===== src/rtl/riscv_data_apb_bridge_pkg.sv =====
// Shared types, state encodings and byte-lane helpers for the RISC-V data-port to APB bridge.
package riscv_data_apb_pkg;

  // Bridge FSM state encodings
  localparam logic [2:0] ST_IDLE       = 3'd0;
  localparam logic [2:0] ST_SETUP      = 3'd1;
  localparam logic [2:0] ST_ACCESS     = 3'd2;
  localparam logic [2:0] ST_RMW_SETUP  = 3'd3;
  localparam logic [2:0] ST_RMW_ACCESS = 3'd4;

  // Core data-memory request
  typedef struct packed {
    logic [31:0] address;
    logic [3:0]  byte_enable;
    logic        read_enable;
    logic        write_enable;
    logic [31:0] write_data;
  } data_access_req_t;

  // Core data-memory response; wait_ is the core's stall line
  typedef struct packed {
    logic        wait_;
    logic [31:0] read_data;
  } data_access_resp_t;

  // APB master request
  typedef struct packed {
    logic        psel;
    logic        penable;
    logic        pwrite;
    logic [31:0] paddr;
    logic [31:0] pwdata;
  } apb_request_t;

  // APB target response
  typedef struct packed {
    logic [31:0] prdata;
    logic        pready;
    logic        perr;
  } apb_response_t;

  // Expand a 4-bit byte enable into a 32-bit lane mask
  function automatic logic [31:0] expand_byte_mask(input logic [3:0] be);
    logic [31:0] mask;
    mask = '0;
    for (int i = 0; i < 4; i++) begin
      mask[8*i +: 8] = {8{be[i]}};
    end
    return mask;
  endfunction

  // Merge new lanes into an old word under a lane mask
  function automatic logic [31:0] merge_bytes(input logic [31:0] old_word,
                                              input logic [31:0] new_word,
                                              input logic [31:0] mask);
    return (old_word & ~mask) | (new_word & mask);
  endfunction

endpackage


===== src/rtl/riscv_data_apb_bridge_if.sv =====
// Bus bundle between the core data port, the bridge and the APB target fabric.
interface riscv_data_apb_bridge_if;
  import riscv_data_apb_pkg::*;

  data_access_req_t  data_access_req;
  data_access_resp_t data_access_resp;
  apb_request_t      apb_request;
  apb_response_t     apb_response;

  // Bridge view: APB master toward the fabric, responder toward the core
  modport master (
    input  data_access_req,
    input  apb_response,
    output data_access_resp,
    output apb_request
  );

  // Environment view: core plus APB target
  modport slave (
    output data_access_req,
    output apb_response,
    input  data_access_resp,
    input  apb_request
  );

endinterface


===== src/rtl/riscv_data_apb_bridge.sv =====
// RISC-V data-port to APB master bridge with sub-word read-modify-write,
// ACCESS-phase timeout and sticky error-address capture.
module riscv_data_apb_bridge
  import riscv_data_apb_pkg::*;
#(
  parameter int unsigned TIMEOUT_CYCLES = 255
) (
  input  logic                    clk,
  input  logic                    reset,
  riscv_data_apb_bridge_if.master bus,
  output logic                    access_error,
  output logic [31:0]             error_address
);

  localparam logic [15:0] TIMEOUT_LAST = 16'(TIMEOUT_CYCLES - 1);

  logic [2:0]  state_q, state_d;
  logic [31:0] addr_q, addr_d;
  logic [3:0]  be_q, be_d;
  logic        write_q, write_d;
  logic        psel_q, psel_d;
  logic        penable_q, penable_d;
  logic        pwrite_q, pwrite_d;
  logic [31:0] paddr_q, paddr_d;
  logic [31:0] pwdata_q, pwdata_d;
  logic [15:0] cnt_q, cnt_d;
  logic        access_error_q, access_error_d;
  logic [31:0] error_address_q, error_address_d;

  logic        done;
  logic        flag_error;
  logic        accept;
  logic        timed_out;
  logic        resp_wait;
  logic [31:0] resp_rdata;

  data_access_req_t req;
  apb_response_t    rsp;

  assign req = bus.data_access_req;
  assign rsp = bus.apb_response;

  // Next-state, capture, merge and timeout decisions
  always_comb begin
    state_d         = state_q;
    addr_d          = addr_q;
    be_d            = be_q;
    write_d         = write_q;
    pwrite_d        = pwrite_q;
    paddr_d         = paddr_q;
    pwdata_d        = pwdata_q;
    cnt_d           = cnt_q;
    done            = 1'b0;
    flag_error      = 1'b0;
    resp_rdata      = 32'h0;
    accept          = 1'b0;
    timed_out       = !rsp.pready && (cnt_q == TIMEOUT_LAST);

    case (state_q)
      ST_IDLE: begin
        if (req.write_enable) begin
          if (req.byte_enable != 4'h0) begin
            accept   = 1'b1;
            addr_d   = req.address;
            be_d     = req.byte_enable;
            write_d  = 1'b1;
            paddr_d  = {16'h0, req.address[17:2]};
            pwdata_d = req.write_data;
            if (req.byte_enable == 4'hF) begin
              pwrite_d = 1'b1;
              state_d  = ST_SETUP;
            end else begin
              pwrite_d = 1'b0;
              state_d  = ST_RMW_SETUP;
            end
          end
        end else if (req.read_enable) begin
          accept   = 1'b1;
          addr_d   = req.address;
          be_d     = req.byte_enable;
          write_d  = 1'b0;
          pwrite_d = 1'b0;
          paddr_d  = {16'h0, req.address[17:2]};
          state_d  = ST_SETUP;
        end
      end

      ST_RMW_SETUP: begin
        cnt_d   = 16'h0;
        state_d = ST_RMW_ACCESS;
      end

      ST_RMW_ACCESS: begin
        if (rsp.pready) begin
          if (rsp.perr) begin
            done       = 1'b1;
            flag_error = 1'b1;
            state_d    = ST_IDLE;
          end else begin
            pwdata_d = merge_bytes(rsp.prdata, pwdata_q, expand_byte_mask(be_q));
            pwrite_d = 1'b1;
            state_d  = ST_SETUP;
          end
        end else if (timed_out) begin
          done       = 1'b1;
          flag_error = 1'b1;
          state_d    = ST_IDLE;
        end else begin
          cnt_d = cnt_q + 16'd1;
        end
      end

      ST_SETUP: begin
        cnt_d   = 16'h0;
        state_d = ST_ACCESS;
      end

      ST_ACCESS: begin
        if (rsp.pready) begin
          done       = 1'b1;
          flag_error = rsp.perr;
          resp_rdata = write_q ? 32'h0 : rsp.prdata;
          state_d    = ST_IDLE;
        end else if (timed_out) begin
          done       = 1'b1;
          flag_error = 1'b1;
          state_d    = ST_IDLE;
        end else begin
          cnt_d = cnt_q + 16'd1;
        end
      end

      default: begin
        state_d = ST_IDLE;
      end
    endcase

    resp_wait       = (state_q == ST_IDLE) ? accept : !done;
    psel_d          = (state_d != ST_IDLE);
    penable_d       = (state_d == ST_ACCESS) || (state_d == ST_RMW_ACCESS);
    access_error_d  = flag_error;
    error_address_d = flag_error ? addr_q : error_address_q;
  end

  // State and capture registers; reset abandons any transfer in flight
  always_ff @(posedge clk) begin
    if (reset) begin
      state_q         <= ST_IDLE;
      addr_q          <= 32'h0;
      be_q            <= 4'h0;
      write_q         <= 1'b0;
      psel_q          <= 1'b0;
      penable_q       <= 1'b0;
      pwrite_q        <= 1'b0;
      paddr_q         <= 32'h0;
      pwdata_q        <= 32'h0;
      cnt_q           <= 16'h0;
      access_error_q  <= 1'b0;
      error_address_q <= 32'h0;
    end else begin
      state_q         <= state_d;
      addr_q          <= addr_d;
      be_q            <= be_d;
      write_q         <= write_d;
      psel_q          <= psel_d;
      penable_q       <= penable_d;
      pwrite_q        <= pwrite_d;
      paddr_q         <= paddr_d;
      pwdata_q        <= pwdata_d;
      cnt_q           <= cnt_d;
      access_error_q  <= access_error_d;
      error_address_q <= error_address_d;
    end
  end

  assign bus.apb_request = '{psel:    psel_q,
                             penable: penable_q,
                             pwrite:  pwrite_q,
                             paddr:   paddr_q,
                             pwdata:  pwdata_q};

  assign bus.data_access_resp = '{wait_: resp_wait, read_data: resp_rdata};

  assign access_error  = access_error_q;
  assign error_address = error_address_q;

endmodule

===== src/flat_wrapper.sv =====
// flat-port wrapper written by rule: the top's interface ports become plain ports
module riscv_data_apb_bridge_flat import riscv_data_apb_pkg::*;
#(
  parameter int unsigned TIMEOUT_CYCLES = 255
)
  (clk, reset, access_error, error_address, bus_data_access_req, bus_apb_response, bus_data_access_resp, bus_apb_request);
  riscv_data_apb_bridge_if bus_i ();
  input  logic clk;
  input  logic reset;
  output logic access_error;
  output logic [31:0] error_address;
  input wire logic [$bits(bus_i.data_access_req)-1:0] bus_data_access_req;
  input wire logic [$bits(bus_i.apb_response)-1:0] bus_apb_response;
  output wire logic [$bits(bus_i.data_access_resp)-1:0] bus_data_access_resp;
  output wire logic [$bits(bus_i.apb_request)-1:0] bus_apb_request;
  assign bus_i.data_access_req = bus_data_access_req;
  assign bus_i.apb_response = bus_apb_response;
  assign bus_data_access_resp = bus_i.data_access_resp;
  assign bus_apb_request = bus_i.apb_request;
  riscv_data_apb_bridge #(.TIMEOUT_CYCLES(TIMEOUT_CYCLES)) u_core (.clk(clk), .reset(reset), .bus(bus_i), .access_error(access_error), .error_address(error_address));
endmodule

===== config.mk =====
export PLATFORM = sky130hd
export DESIGN_NAME = riscv_data_apb_bridge_flat
export DESIGN_NICKNAME = d
export VERILOG_FILES = /design/src/rtl/riscv_data_apb_bridge_pkg.sv /design/src/rtl/riscv_data_apb_bridge_if.sv /design/src/rtl/riscv_data_apb_bridge.sv /design/src/flat_wrapper.sv
export SDC_FILE = /design/constraint.sdc
export NUM_CORES = 1
export LEC_CHECK = 0
export CORE_MARGIN = 2
export CORE_UTILIZATION = 36
export DETAILED_ROUTE_END_ITERATION = 8
export DONT_BUFFER_PORTS = 1
export PLACE_DENSITY = 0.52
export SYNTH_ARGS = -nofsm -noshare
export SYNTH_HDL_FRONTEND = slang
export SYNTH_SLANG_ARGS = --single-unit

===== constraint.sdc =====
create_clock -name clk -period 4.1 [get_ports clk]
set_input_delay 0.615 -clock clk [delete_from_list [all_inputs] [get_ports clk]]
set_output_delay 0.615 -clock clk [all_outputs]
set_load 0.05 [all_outputs]

==> results of run 1 <==
-- routing by layer --
metal  up-vias  track usage (%)
met4         0             5.68
met2       185             28.3
met3        14             6.93
li1       2185                -
met5         -                0
met1      2131             17.1
-- synth_stat cells (8+ instances only) --
library cell  count
a21oi_1          78
nor3b_1          32
mux2i_1          32
nor2_2            8
nand2_1          82
clkbuf_1         27
and2_1           35
buf_4            40
nor2_1           74
dfxtp_1         124
buf_6             9
a211oi_2         32
buf_2             8
-- cell type report --
cell class	count	area, µm²
fill	1651	9960
clock buffer	18	439
clock inverter	14	148
sequential	124	2480
multi-input combinational	478	2980
inverter	3	11.3
timing repair buffer	7	52.6
tap	220	275
-- stage by stage --
stage | power, mW | cells | setup WS, ns | util (%)
final | 3.46 | 864 | 0.973 | 39.1
after global routing | 3.62 | 864 | 0.712 | 39.1
after CTS | 3.51 | 864 | 0.953 | 39.1
after detailed placement | 2.01 | 832 | 1.35 | 35.5
after global placement | 2.00 | 832 | 1.48 | 35.5
after floorplan | 2.00 | 690 | 1.77 | -
-- power groups by stage --
stage / Sequential, mW / Clock [mW] / Combinational [mW]
6_report: 1.57 / 1.48 / 0.412
5_1_grt: 1.58 / 1.58 / 0.458
4_1_cts: 1.57 / 1.52 / 0.419
3_5_place_dp: 1.59 / 0 / 0.417
3_3_place_gp: 1.59 / 0 / 0.408
2_1_floorplan: 1.49 / 0 / 0.511
-- final timing paths --
path / slack, ns / startpoint / end / cells after the start
setup reg to reg: 1.40 / u_core.state_q[2]$_SDFF_PP0_ / u_core.cnt_q[14]$_SDFFE_PP0P_ / 5
setup / recovery: 0.97 / u_core.cnt_q[0]$_SDFFE_PP0P_ / bus_data_access_resp[32] / 8
hold reg to reg: 0.45 / u_core.addr_q[20]$_SDFFE_PP0P_ / u_core.addr_q[20]$_SDFFE_PP0P_ / 2
hold / removal: 0.28 / reset / flop / 1
-- cells by family after synthesis --
kind of cell / Yosys count
other: 1
and+or+nand+nor: 283
buffers and inverters: 88
adders and majority gates: 2
AOI/OAI and AO/OA: 137
DFF: 124
xor gates and xnor gates: 8
muxes: 32
==> flow_summary_export.csv, run 1 <==
group,metric,value,unit
placed_design,gp_congestion,0.826,
cells_and_area,design_area,6390,µm²
global_routing,gr-total-overflow,0,
critical_path,critPathBufInv,2,
timing,finalSetupTns,0,ns
critical_path,max_stage_delay,0.40,ns
detailed_routing,dr_wl_met3,1370,µm
critical_path,crit_path_max_fanout,14,
timing,relSlewSlack,13.4,%
cells_and_area,synthToLayoutAreaGrowth,7.34,%
cells_and_area,layout_common_cells,"dfxtp_1, nand2_1, a21oi_1",
detailed_routing,firstDrtPassIters,4,
synthesis,synthMuxAreaShare,5.38,%
clocking,post_cts_buffers,0,
outcome,status,"complete, no violations",
cells_and_area,nets,739,
clocking,cts_tree,"done",
synthesis,synth_compound_area_share,17.7,%
power,power_density,541,nW/µm²
synthesis,synth_area_per_cell,8.82,µm²
synthesis,synth_top_area_cell,"dfxtp_1",
synthesis,synth_fa_ha_area_share,0.420,%
synthesis,yosysSeqAreaShare,41.7,%
power,power_frac_clock,42.8,%
power,intPower,2.29,mW
timing,hold_viol,0,
cells_and_area,diodes,0,
clocking,insertion_delay,0.42,ns
clocking,cts_buffers,17,
placed_design,hpwl,10100,µm
power,power_frac_seq,45.3,%
timing,skew,0.00863,ns
clocking,cts.sinks,124,
detailed_routing,viasPerCell,5.23,
floorplanning,die_y,133,µm
critical_path,slowest_stage,"nand4_1",
global_routing,antenna_found_initial,0,
timing,setup_viol,0,
clocking,ctsRootBufferMaster,"clkbuf_16",
detailed_routing,drt_iter0_drc,170,
floorplanning,start_util,36.4,%
critical_path,path_cells,"inv_1 > ha_1 > and4bb_1 > nand4_1 > nor2b_1 > o32ai_1 > nor2_1 > buf_4",
power,leakagePower,2.50,nW
synthesis,synth_area_leaders,"dfxtp_1, a211oi_2, a21oi_1",
detailed_routing,ant_nets,0,
cells_and_area,drive_gt1_share,15.1,%
detailed_routing,dr_wl_met2,7270,µm
floorplanning,die_width,133,µm
detailed_routing,wl_met1,5670,µm
critical_path,crit_arrival,2.51,ns
clocking,clkSlewWorstSetupHoldPaths,0.06,ns
power,ir_worst_vdd,273,µV
synthesis,yosys_warnings,0,
synthesis,netlist.area_leader.share,41.7,%
detailed_routing,avgRoutedWirePerCell,16.8,µm
synthesis,synth-edff-count,0,
worst_hold_path,hold_class,"input port to flop",
global_routing,grt_pass1_vias,4469,
floorplanning,coreArea,16300,µm²
clocking,cts_buffer_depth,2,
clocking,holdBufCountCts,0,
synthesis,synth_top_family_by_area,"simple AND/OR/NAND/NOR gates",
power,p_sw,1.17,mW
floorplanning,std_cell_rows,47,
cells_and_area,final_common_cell,"dfxtp_1",
synthesis,yosys.area_share.xor_xnor,1.18,%
global_routing,grtUsageTotal,16.0,%
synthesis,synth_cell_type_count,51,
clocking,cts_resized,0,
global_routing,grt_pass1_wl,22600,µm
placed_design,numPortBuffers,0,
critical_path,path_class,"flop to output pin",
critical_path,crit_family,"simple AND/OR/NAND/NOR gates",
power,pwr-share-comb,11.9,%
synthesis,synthSimpleGateAreaFrac,24.2,%
floorplanning,die_area,17600,µm²
timing,timing.hold.ws,0.283,ns
global_routing,grt_max_degree,113,
synthesis,ys_ff_latch,124,
timing,fin_crit_sh,76.3,%
critical_path,cp.required,3.48,ns
timing,clock.fmax,320,MHz
timing,final_max_slew_viol_count,0,
synthesis,synth_area,5950,µm²
power,p_sw_share,33.7,%
synthesis,syn_inst,675,
floorplanning,pin_count,239,
timing,worstMarginPinSlew,1.29,ns
flow_run,cap_violations,0,
clocking,htree_levels,4,
critical_path,crit_path_end_kind,"output pin",
detailed_routing,dr_total_vias,4515,
detailed_routing,top_layer,"met4",
detailed_routing,drt_wl_total,14500,µm
placed_design,place_area,5800,µm²
synthesis,async_flop_share,0,%
timing,fin_crit,3.13,ns
timing,grt_setup_unrepaired,"no",
detailed_routing,drc,0,
critical_path,critPathLaunchType,"flop",
synthesis,ys.flop_type,"dfxtp_1",
(Power assumes the default switching activity.)
==> run 2, diff against run 1 <==
- clock period: 4.1 -> 3.15 ns (I/O delays scaled with it)
==> flow_summary_export.csv, run 2 (synthesis gave the netlist of run 1 again) <==
group,metric,value,unit
timing,finalSetupTns,0,ns
timing,final_max_slew_viol_count,0,
clocking,insertion_delay,0.41,ns
timing,timing.hold.ws,0.130,ns
cells_and_area,stdcell_count,870,
timing,hold_viol,0,
timing,worstMarginPinSlew,0.770,ns
floorplanning,die_y,133,µm
clocking,clkSlewWorstSetupHoldPaths,0.06,ns
cells_and_area,layout_common_cells,"dfxtp_1, nand2_1, a21oi_1",
critical_path,path_class,"flop to output pin",
critical_path,crit_family,"simple AND/OR/NAND/NOR gates",
floorplanning,std_cell_rows,47,
timing,fin_crit_sh,86.0,%
detailed_routing,drc,0,
critical_path,max_stage_delay,0.39,ns
cells_and_area,fillers,1666,
detailed_routing,avgRoutedWirePerCell,16.7,µm
clocking,htree_levels,4,
detailed_routing,ant_nets,0,
global_routing,grt_pass1_vias,4462,
detailed_routing,dr_total_vias,4531,
clocking,cts_buffer_depth,2,
clocking,cts_buffers,17,
cells_and_area,drive_gt1_share,15.8,%
power,power_density,706,nW/µm²
detailed_routing,drt_iter0_drc,155,
critical_path,critPathLaunchType,"flop",
global_routing,grtUsageTotal,16.3,%
detailed_routing,viasPerCell,5.21,
placed_design,placed_cells,838,
critical_path,critPathBufInv,2,
placed_design,gp_congestion,0.774,
clocking,cts_resized,0,
floorplanning,die_width,133,µm
floorplanning,start_util,36.4,%
detailed_routing,drt_wl_total,14500,µm
timing,relSlewSlack,48.5,%
power,leakagePower,2.53,nW
cells_and_area,final_common_cell,"dfxtp_1",
global_routing,gr-total-overflow,0,
clocking,holdBufCountCts,0,
power,ir_worst_vdd,358,µV
critical_path,slowest_stage,"dfxtp_1",
cells_and_area,nets,745,
placed_design,numPortBuffers,0,
clocking,cts_tree,"done",
critical_path,crit_path_max_fanout,6,
critical_path,cp.required,2.68,ns
global_routing,grt_max_degree,113,
critical_path,path_cells,"inv_1 > ha_1 > and4bb_1 > nand4_1 > nor2b_1 > o32ai_1 > nor2_1 > buf_4",
floorplanning,pin_count,239,
timing,clock.fmax,369,MHz
worst_hold_path,hold_class,"input port to flop",
cells_and_area,multiInputGateArea,2980,µm²
cells_and_area,fin_util,39.4,%
global_routing,antenna_found_initial,0,
detailed_routing,firstDrtPassIters,4,
global_routing,grt_pass1_wl,23000,µm
cells_and_area,synthToLayoutAreaGrowth,8.28,%
clocking,cts.sinks,124,
flow_run,cap_violations,0,
placed_design,hpwl,10300,µm
critical_path,crit_arrival,2.24,ns
cells_and_area,area.sequential,2480,µm²
timing,setup_viol,0,
timing,skew,0.00854,ns
floorplanning,coreArea,16300,µm²
clocking,post_cts_buffers,0,
floorplanning,die_area,17600,µm²
timing,fin_crit,2.71,ns
critical_path,crit_path_end_kind,"output pin",
cells_and_area,diodes,0,
clocking,ctsRootBufferMaster,"clkbuf_16",
timing,grt_setup_unrepaired,"no",
outcome,status,"complete, no violations",
## run 2: cell count changes in the layout (fill, tap and decap cells not counted), sizes merged
| cell | change |
|---|---|
| bufinv | +1 |
| clkinvlp | +2 |
| inv | -3 |
| buf | +6 |
## run 2: worst paths after layout
path	from	endpoint	slack [ns]	cells after the start
worst min-delay path	reset	flop	0.13	1
worst min register to register	u_core.addr_q[27]$_SDFFE_PP0P_	u_core.addr_q[27]$_SDFFE_PP0P_	0.45	2
worst max register to register	u_core.state_q[2]$_SDFF_PP0_	flop	1.00	5
worst max-delay path	u_core.cnt_q[0]$_SDFFE_PP0P_	bus_data_access_resp[32]	0.44	8
## run 2: power breakdown
group          total (mW)  internal, mW  switching, mW
combinational       0.541         0.176          0.365
sequential           2.04          1.68          0.365
clock                1.97          1.20          0.768
total                4.55          3.05           1.50
## run 2: final cells by class
cell class	count	area share, %
timing repair buffer	13	1.51
tap	220	4.27
sequential	124	38.5
multi-input combinational	478	46.2
clock inverter	14	2.47
inverter	3	0.175
clock buffer	18	6.81
## run 2: worst reg2reg max path, stage by stage, from the launching register on
cell	delay, ns
dfxtp_1	0.57
nand2_1	0.31
o32ai_2	0.61
buf_4	0.31
nor2_1	0.07
a211oi_2	0.20
## run 2: layer usage
metal  vias to the layer above  global-route usage [%]  routed length [µm]
met1                      2126                    18.1                5790
met5                         -                       0                   0
met4                         0                    5.38                 182
met3                        13                    6.48                1430
li1                       2195                       -                   -
met2                       197                    28.5                7140
## run 2: metrics by stage
stage | setup WS (ns) | instance area [µm²] | power, mW
after floorplan | 0.975 | 6010 | 2.61
after global placement | 0.869 | 5850 | 2.61
after detailed placement | 0.842 | 5850 | 2.62
after CTS | 0.379 | 6440 | 4.62
after global routing | 0.219 | 6440 | 4.75
final | 0.440 | 6440 | 4.55
